**config.mk**
```make
export PLATFORM = sky130hd
export DESIGN_NAME = audio_i2s_port_flat
export DESIGN_NICKNAME = d
export VERILOG_FILES = /design/src/rtl/audio_i2s_port_pkg.sv /design/src/rtl/audio_i2s_port_if.sv /design/src/rtl/audio_i2s_port_sample_fifo.sv /design/src/rtl/audio_i2s_port.sv /design/src/flat_wrapper.sv
export SDC_FILE = /design/constraint.sdc
export NUM_CORES = 1
export LEC_CHECK = 0
export ABC_CLOCK_PERIOD_IN_PS = 7000
export BUFFER_PORTS_ARGS = -buffer_cell sky130_fd_sc_hd__buf_2
export CORE_MARGIN = 8
export CORE_UTILIZATION = 36
export DETAILED_ROUTE_END_ITERATION = 6
export PLACE_DENSITY = 0.57
export SETUP_SLACK_MARGIN = 0.3
export SLEW_MARGIN = 10
export SYNTH_ARGS = -nofsm -noshare
export SYNTH_HDL_FRONTEND = slang
export SYNTH_SLANG_ARGS = --single-unit
```
**constraint.sdc**
```tcl
create_clock -name CLOCK_50 -period 7 [get_ports CLOCK_50]
set_input_delay 0 -clock CLOCK_50 [delete_from_list [all_inputs] [get_ports CLOCK_50]]
set_output_delay 0 -clock CLOCK_50 [all_outputs]
set_load 0.05 [all_outputs]
```
**src/rtl/audio_i2s_port_pkg.sv**
```systemverilog
// Shared constants and types for the codec-side I2S audio port.
package audio_pkg;
    localparam int WIDTH_DEFAULT = 24;
    localparam int DEPTH_DEFAULT = 8;
    // Rising BCLK edges between an LRCK transition and the MSB.
    localparam int I2S_DELAY     = 1;

    // LRCK level selects the slot: low = left, high = right.
    typedef enum logic {
        LEFT  = 1'b0,
        RIGHT = 1'b1
    } channel_t;
endpackage

```
**src/rtl/audio_i2s_port_if.sv**
```systemverilog
// Sample handshake between the audio port and the user datapath.
interface audio_i2s_port_if #(
    parameter int WIDTH = audio_pkg::WIDTH_DEFAULT
);
    logic             read;
    logic             write;
    logic [WIDTH-1:0] writedata_left;
    logic [WIDTH-1:0] writedata_right;
    logic [WIDTH-1:0] readdata_left;
    logic [WIDTH-1:0] readdata_right;
    logic             read_ready;
    logic             write_ready;

    // User logic side.
    modport master (
        output read, write, writedata_left, writedata_right,
        input  readdata_left, readdata_right, read_ready, write_ready
    );

    // Audio port side.
    modport slave (
        input  read, write, writedata_left, writedata_right,
        output readdata_left, readdata_right, read_ready, write_ready
    );
endinterface

```
**src/rtl/audio_i2s_port_sample_fifo.sv**
```systemverilog
// Show-ahead FIFO of left/right sample pairs; head reads as zero when empty.
module sample_fifo #(
    parameter int DEPTH = 8,
    parameter int DW    = 48
) (
    input  logic          i_clk,
    input  logic          i_rst,
    input  logic          i_push,
    input  logic [DW-1:0] i_data,
    input  logic          i_pop,
    output logic [DW-1:0] o_data,
    output logic          o_full,
    output logic          o_empty
);
    localparam int AW = $clog2(DEPTH);

    logic [DW-1:0] r_mem [DEPTH];
    logic [AW-1:0] r_wr_ptr;
    logic [AW-1:0] r_rd_ptr;
    logic [AW:0]   r_count;
    logic          w_do_push;
    logic          w_do_pop;

    assign o_full    = (r_count == (AW+1)'(DEPTH));
    assign o_empty   = (r_count == '0);
    assign w_do_push = i_push && !o_full;
    assign w_do_pop  = i_pop && !o_empty;
    assign o_data    = o_empty ? '0 : r_mem[r_rd_ptr];

    // Storage write; contents are don't-care until counted in.
    always_ff @(posedge i_clk) begin
        if (w_do_push) begin
            r_mem[r_wr_ptr] <= i_data;
        end
    end

    // Pointers wrap modulo DEPTH; count tracks occupancy.
    always_ff @(posedge i_clk) begin
        if (i_rst) begin
            r_wr_ptr <= '0;
            r_rd_ptr <= '0;
            r_count  <= '0;
        end else begin
            if (w_do_push) r_wr_ptr <= r_wr_ptr + 1'b1;
            if (w_do_pop)  r_rd_ptr <= r_rd_ptr + 1'b1;
            case ({w_do_push, w_do_pop})
                2'b10:   r_count <= r_count + 1'b1;
                2'b01:   r_count <= r_count - 1'b1;
                default: r_count <= r_count;
            endcase
        end
    end
endmodule

```
**src/rtl/audio_i2s_port.sv**
```systemverilog
// WM8731 I2S endpoint: deserializes ADC pairs into one FIFO, serializes
// DAC pairs from another. BCLK/LRCK are codec-driven and oversampled.
module audio_i2s_port
    import audio_pkg::*;
#(
    parameter int DEPTH = DEPTH_DEFAULT,
    parameter int WIDTH = WIDTH_DEFAULT
) (
    input  logic            CLOCK_50,
    input  logic            reset,
    input  logic            AUD_BCLK,
    input  logic            AUD_ADCLRCK,
    input  logic            AUD_DACLRCK,
    input  logic            AUD_ADCDAT,
    output logic            AUD_DACDAT,
    audio_i2s_port_if.slave bus
);
    localparam int P_BCLK = 0;
    localparam int P_ALR  = 1;
    localparam int P_DLR  = 2;
    localparam int P_ADAT = 3;

    localparam int                RX_CW    = $clog2(I2S_DELAY + WIDTH + 1);
    localparam logic [RX_CW-1:0]  RX_FIRST = RX_CW'(I2S_DELAY);
    localparam logic [RX_CW-1:0]  RX_LAST  = RX_CW'(I2S_DELAY + WIDTH - 1);
    localparam int                TX_CW    = $clog2(WIDTH + 1);
    localparam logic [TX_CW-1:0]  TX_LAST  = TX_CW'(WIDTH);

    logic [3:0]         w_pins;
    logic [3:0]         r_sync1;
    logic [3:0]         r_sync2;
    logic [3:0]         r_hist;
    logic               w_bclk_rise;
    logic               w_bclk_fall;
    logic               w_adc_lr_edge;
    logic               w_dac_lr_fall;
    logic               w_dac_lr_rise;
    logic               w_adc_bit;

    logic               r_rx_active;
    logic [RX_CW-1:0]   r_rx_cnt;
    logic [WIDTH-1:0]   r_rx_shift;
    channel_t           r_rx_chan;
    logic [WIDTH-1:0]   r_left_hold;
    logic               r_left_valid;
    logic [WIDTH-1:0]   w_rx_word;
    logic               w_rx_done;
    logic               w_rx_push;

    logic [TX_CW-1:0]   r_tx_cnt;
    logic [WIDTH-1:0]   r_tx_shift;
    logic [WIDTH-1:0]   r_tx_right;
    logic               r_tx_bit;
    logic               r_dacdat;

    logic [2*WIDTH-1:0] w_adc_head;
    logic               w_adc_full;
    logic               w_adc_empty;
    logic [2*WIDTH-1:0] w_dac_head;
    logic               w_dac_full;
    logic               w_dac_empty;

    assign w_pins = {AUD_ADCDAT, AUD_DACLRCK, AUD_ADCLRCK, AUD_BCLK};

    // Two-flop synchronizers plus edge history. Left out of reset so a
    // mid-frame reset does not fabricate LRCK edges from stale history.
    always_ff @(posedge CLOCK_50) begin
        r_sync1 <= w_pins;
        r_sync2 <= r_sync1;
        r_hist  <= r_sync2;
    end

    assign w_bclk_rise   =  r_sync2[P_BCLK] & ~r_hist[P_BCLK];
    assign w_bclk_fall   = ~r_sync2[P_BCLK] &  r_hist[P_BCLK];
    assign w_adc_lr_edge =  r_sync2[P_ALR]  ^  r_hist[P_ALR];
    assign w_dac_lr_fall = ~r_sync2[P_DLR]  &  r_hist[P_DLR];
    assign w_dac_lr_rise =  r_sync2[P_DLR]  & ~r_hist[P_DLR];
    // ADCDAT is stable around BCLK rise, so the history copy is safe to use.
    assign w_adc_bit     =  r_hist[P_ADAT];

    assign w_rx_word = {r_rx_shift[WIDTH-2:0], w_adc_bit};
    assign w_rx_done = w_bclk_rise && r_rx_active && !w_adc_lr_edge && (r_rx_cnt == RX_LAST);
    // Only a right word that follows a complete left word forms a pair.
    assign w_rx_push = w_rx_done && (r_rx_chan == RIGHT) && r_left_valid && !w_adc_full;

    // RX deserializer: arm on LRCK edge, skip the delay bit, shift WIDTH bits.
    always_ff @(posedge CLOCK_50) begin
        if (reset) begin
            r_rx_active  <= 1'b0;
            r_rx_cnt     <= '0;
            r_rx_shift   <= '0;
            r_rx_chan    <= LEFT;
            r_left_hold  <= '0;
            r_left_valid <= 1'b0;
        end else if (w_adc_lr_edge) begin
            r_rx_active <= 1'b1;
            r_rx_cnt    <= '0;
            r_rx_shift  <= '0;
            r_rx_chan   <= channel_t'(r_sync2[P_ALR]);
        end else if (w_bclk_rise && r_rx_active && (r_rx_cnt <= RX_LAST)) begin
            r_rx_cnt <= r_rx_cnt + 1'b1;
            if (r_rx_cnt >= RX_FIRST) begin
                r_rx_shift <= w_rx_word;
            end
            if (w_rx_done && (r_rx_chan == LEFT)) begin
                r_left_hold  <= w_rx_word;
                r_left_valid <= 1'b1;
            end else if (w_rx_done) begin
                r_left_valid <= 1'b0;
            end
        end
    end

    // TX serializer: load on LRCK edges, one bit per BCLK fall, then zeros.
    always_ff @(posedge CLOCK_50) begin
        if (reset) begin
            r_tx_cnt   <= '0;
            r_tx_shift <= '0;
            r_tx_right <= '0;
            r_tx_bit   <= 1'b0;
            r_dacdat   <= 1'b0;
        end else begin
            r_dacdat <= r_tx_bit;
            if (w_dac_lr_fall) begin
                r_tx_cnt   <= '0;
                r_tx_bit   <= 1'b0;
                r_tx_shift <= w_dac_empty ? '0 : w_dac_head[2*WIDTH-1:WIDTH];
                r_tx_right <= w_dac_empty ? '0 : w_dac_head[WIDTH-1:0];
            end else if (w_dac_lr_rise) begin
                r_tx_cnt   <= '0;
                r_tx_bit   <= 1'b0;
                r_tx_shift <= r_tx_right;
            end else if (w_bclk_fall) begin
                if (r_tx_cnt < TX_LAST) begin
                    r_tx_bit   <= r_tx_shift[WIDTH-1];
                    r_tx_shift <= {r_tx_shift[WIDTH-2:0], 1'b0};
                    r_tx_cnt   <= r_tx_cnt + 1'b1;
                end else begin
                    r_tx_bit <= 1'b0;
                end
            end
        end
    end

    assign AUD_DACDAT = r_dacdat;

    sample_fifo #(.DEPTH(DEPTH), .DW(2*WIDTH)) u_adc_fifo (
        .i_clk   (CLOCK_50),
        .i_rst   (reset),
        .i_push  (w_rx_push),
        .i_data  ({r_left_hold, w_rx_word}),
        .i_pop   (bus.read),
        .o_data  (w_adc_head),
        .o_full  (w_adc_full),
        .o_empty (w_adc_empty)
    );

    sample_fifo #(.DEPTH(DEPTH), .DW(2*WIDTH)) u_dac_fifo (
        .i_clk   (CLOCK_50),
        .i_rst   (reset),
        .i_push  (bus.write),
        .i_data  ({bus.writedata_left, bus.writedata_right}),
        .i_pop   (w_dac_lr_fall),
        .o_data  (w_dac_head),
        .o_full  (w_dac_full),
        .o_empty (w_dac_empty)
    );

    assign bus.readdata_left  = w_adc_head[2*WIDTH-1:WIDTH];
    assign bus.readdata_right = w_adc_head[WIDTH-1:0];
    assign bus.read_ready     = !w_adc_empty;
    assign bus.write_ready    = !w_dac_full;
endmodule

```
**src/flat_wrapper.sv**
```systemverilog
// flat-port wrapper written by rule: the top's interface ports become plain ports
module audio_i2s_port_flat import audio_pkg::*;
#(
    parameter int DEPTH = DEPTH_DEFAULT,
    parameter int WIDTH = WIDTH_DEFAULT
)
  (CLOCK_50, reset, AUD_BCLK, AUD_ADCLRCK, AUD_DACLRCK, AUD_ADCDAT, AUD_DACDAT, bus_read, bus_write, bus_writedata_left, bus_writedata_right, bus_readdata_left, bus_readdata_right, bus_read_ready, bus_write_ready);
  audio_i2s_port_if #(.WIDTH(WIDTH)) bus_i ();
  input  logic CLOCK_50;
  input  logic reset;
  input  logic AUD_BCLK;
  input  logic AUD_ADCLRCK;
  input  logic AUD_DACLRCK;
  input  logic AUD_ADCDAT;
  output logic AUD_DACDAT;
  input wire logic [$bits(bus_i.read)-1:0] bus_read;
  input wire logic [$bits(bus_i.write)-1:0] bus_write;
  input wire logic [$bits(bus_i.writedata_left)-1:0] bus_writedata_left;
  input wire logic [$bits(bus_i.writedata_right)-1:0] bus_writedata_right;
  output wire logic [$bits(bus_i.readdata_left)-1:0] bus_readdata_left;
  output wire logic [$bits(bus_i.readdata_right)-1:0] bus_readdata_right;
  output wire logic [$bits(bus_i.read_ready)-1:0] bus_read_ready;
  output wire logic [$bits(bus_i.write_ready)-1:0] bus_write_ready;
  assign bus_i.read = bus_read;
  assign bus_i.write = bus_write;
  assign bus_i.writedata_left = bus_writedata_left;
  assign bus_i.writedata_right = bus_writedata_right;
  assign bus_readdata_left = bus_i.readdata_left;
  assign bus_readdata_right = bus_i.readdata_right;
  assign bus_read_ready = bus_i.read_ready;
  assign bus_write_ready = bus_i.write_ready;
  audio_i2s_port #(.DEPTH(DEPTH), .WIDTH(WIDTH)) u_core (.CLOCK_50(CLOCK_50), .reset(reset), .AUD_BCLK(AUD_BCLK), .AUD_ADCLRCK(AUD_ADCLRCK), .AUD_DACLRCK(AUD_DACLRCK), .AUD_ADCDAT(AUD_ADCDAT), .AUD_DACDAT(AUD_DACDAT), .bus(bus_i));
endmodule
```
==> results.yml <==
run_status:
  run_status: "completed"
synth:
  syn-num-nets: 1904
  ys.flop_type: "edfxtp_1"
  ys_warn_count: 0
  synthCells: 1831
  synth_top_area_share: 0.665
  synth_cell_types: 54
  yosysSeqAreaShare: 0.750
  ys_seq_elements: 916
  synth_top_area_cell: "edfxtp_1"
  syn_area_per_cell_um2: 18.9
  synth_commonest_cells: "768 x edfxtp_1, 179 x mux4_2, 148 x dfxtp_1"
  synth.most_common_cell: "edfxtp_1"
  synthTopCellsByArea: "edfxtp_1 66%, mux4_2 12%, dfxtp_1 8.5%"
  synth-async-reset-ratio: 0
  synth_edf_count: 768
  synth_area_mm2: 0.0347
critical_path:
  path_class: "reg -> out"
  crit_required_ps: 7000
  cp-start-kind: "register"
  endpoint_kind: "output pin"
  arrival_ps: 3510
  critPathMaxFanout: 50
  timing.rr.start: "u_core.r_sync2[2]"
routing:
  via_per_inst: 5.05
  vias: 17065
  firstDrtPassIters: 5
  remaining_drc_errors: 0
  wire_per_inst_um: 22.2
  ant_nets: 0
  first_iter_violations: 1262
  drt-total-wl_um: 75100
timing:
  max_freq_mhz: 285
  worstMarginPinSlew_ps: 1170
  fin_worst_skew_ps: 19.1
  slew_viol_final: 0
  fin_crit_sh: 0.502
  setup_viol: 0
  max_slew_margin: 0.218
  tns_ps: 0
  postLayoutSetupSlackWorst_ps: 3490
  rsz0062_at_grt: "false"
  fin_crit_ps: 3510
  hold_viol: 0
cts:
  cts_tree: "done"
  worstSkewPairLatency_ps: 660
  cts-buffers-inserted: 94
  clkTransAtPathRegs_ps: 60
  clock_tree.buffer_depth: 3
  cts_sinks: 916
  cts_max_level: 3
  cts-root-buf: "clkbuf_16"
power:
  p_leak_nw: 12.4
  power_density_mw_per_mm2: 282
  ir_worst_vdd_mv: 0.209
grt:
  grt_max_degree: 72
  grt_antenna_before_repair: 3
  grt_pass1_vias: 18286
  grt.total_usage: 0.139
  grt_overflow: 0
  grt_first_pass_wirelength_um: 114000
flow_run:
  cap_viol_max_count: 0
floorplanning:
  num_rows: 114
  die_w_um: 326
  core_mm2: 0.0961
  num_io_pins: 107
  start_util: 0.361
  dieArea_mm2: 0.107
  dieHeight_um: 326
finish:
  area_growth_pct: 16.6
  fin_nets: 2094
  final_layout_size_suffix_gt1_frac: 0.239
  fillers: 8448
place:
  gp_congestion: 0.713
  dp.final_hpwl_um: 41200
  io_buffers: 106
  post-place-ws_ps: 3630
hold_path:
  min_from: "AUD_BCLK"
  hp-class: "in -> reg"
[kinds of logic (layout without fill, tap and decap cells)]
family / Yosys count / after routing / share of synthesized area
DFF: 916 / 916 / 0.750
xor gates and xnor gates: 16 / 16 / 0.00404
AOI/OAI and AO/OA: 154 / 154 / 0.0304
buffers and inverters: 116 / 385 / 0.0151
adders and majority gates: 18 / 18 / 0.00664
and+or+nand+nor: 304 / 304 / 0.0395
other: 0 / 2 / 0
muxes: 307 / 307 / 0.154
[cell type report]
type                       count  area (um^2)  share of cell area
timing repair buffer         197         1360              0.0336
multi-input combinational    799         8250               0.204
antenna                        2         5.00            0.000124
inverter                      13         48.8             0.00121
clock inverter                46          546              0.0135
sequential                   916        26000               0.644
clock buffer                 129         2580              0.0639
tap                         1276         1600              0.0395
[report_power, final]
group	switching, mW	total (mW)	internal [mW]
clock	2.06	5.00	2.94
combinational	0.211	0.392	0.181
sequential	0.0636	6.02	5.96
[placed cells by master (no fill, tap or decap), types with 14 or more instances in the layout]
cell type	n
clkbuf_1	26
ha_1	16
clkinv_1	20
a22oi_1	14
clkbuf_16	95
a221o_1	33
edfxtp_1	768
dfxtp_1	142
nor2_1	104
dlygate4sd3_1	58
o211ai_1	14
nand2_1	105
nand2b_1	23
and3_1	14
a21oi_1	74
mux2i_1	104
mux4_2	179
buf_2	106
mux2_2	24
buf_4	33
[per-layer routing]
metal  up-vias  track usage  routed length [um]
li1       7677            -                   -
met1      8952        0.171               31300
met2       328        0.252               39600
met3       108       0.0236                2780
met4         0       0.0350                1490
met5         -            0                   0
[critical path, cell delays in order, from the launching register on]
cell and delay (ps):
dfxtp_4 720, buf_4 870, mux4_2 600, mux2i_1 300
nor2_1 70, buf_2 240
[through the flow]
stage | instances | hold WS (ps) | utilization | cell area, um^2 | total power, mW
final | 3378 | 62.1 | 0.421 | 40400 | 11.4
after global routing | 3378 | 43.8 | 0.421 | 40400 | 11.8
after CTS | 3376 | 12.1 | 0.421 | 40400 | 11.5
after detailed placement | 3143 | 112 | 0.382 | 36700 | 6.51
after global placement | 3143 | 104 | 0.382 | 36700 | 6.49
after floorplan | 1831 | 27.7 | - | 34700 | 6.36
[what timing repair did]
action | CTS | global route
hold buffers | 58 | 0
endpoints found under the setup margin | 0 | 0
endpoints found under the hold margin | 397 | 0
gates resized for setup | 0 | 0
buffers inserted | 0 | 0
[worst paths after layout]
check | endpoint | depth (start not counted) | slack (ps)
hold / removal | u_core.r_sync1[0] | 2 | 60
hold reg to reg | u_core.r_sync2[2] | 0 | 330
setup / recovery | bus_readdata_right[12] | 5 | 3490
setup reg to reg | u_core.u_dac_fifo.r_count[3] | 9 | 3620
[state kept, by name, summed over array words and instances (netlist names), 5 cells and up, named ones only]
name	cells
u_core.r_rx_cnt	5
u_core.r_rx_shift	23
u_core.r_tx_cnt	5
u_core.u_adc_fifo.r_mem	384
u_core.r_tx_right	24
u_core.r_tx_shift	24
u_core.r_left_hold	24
u_core.u_dac_fifo.r_mem	384
Note: power is estimated with default switching activity, not from simulation.
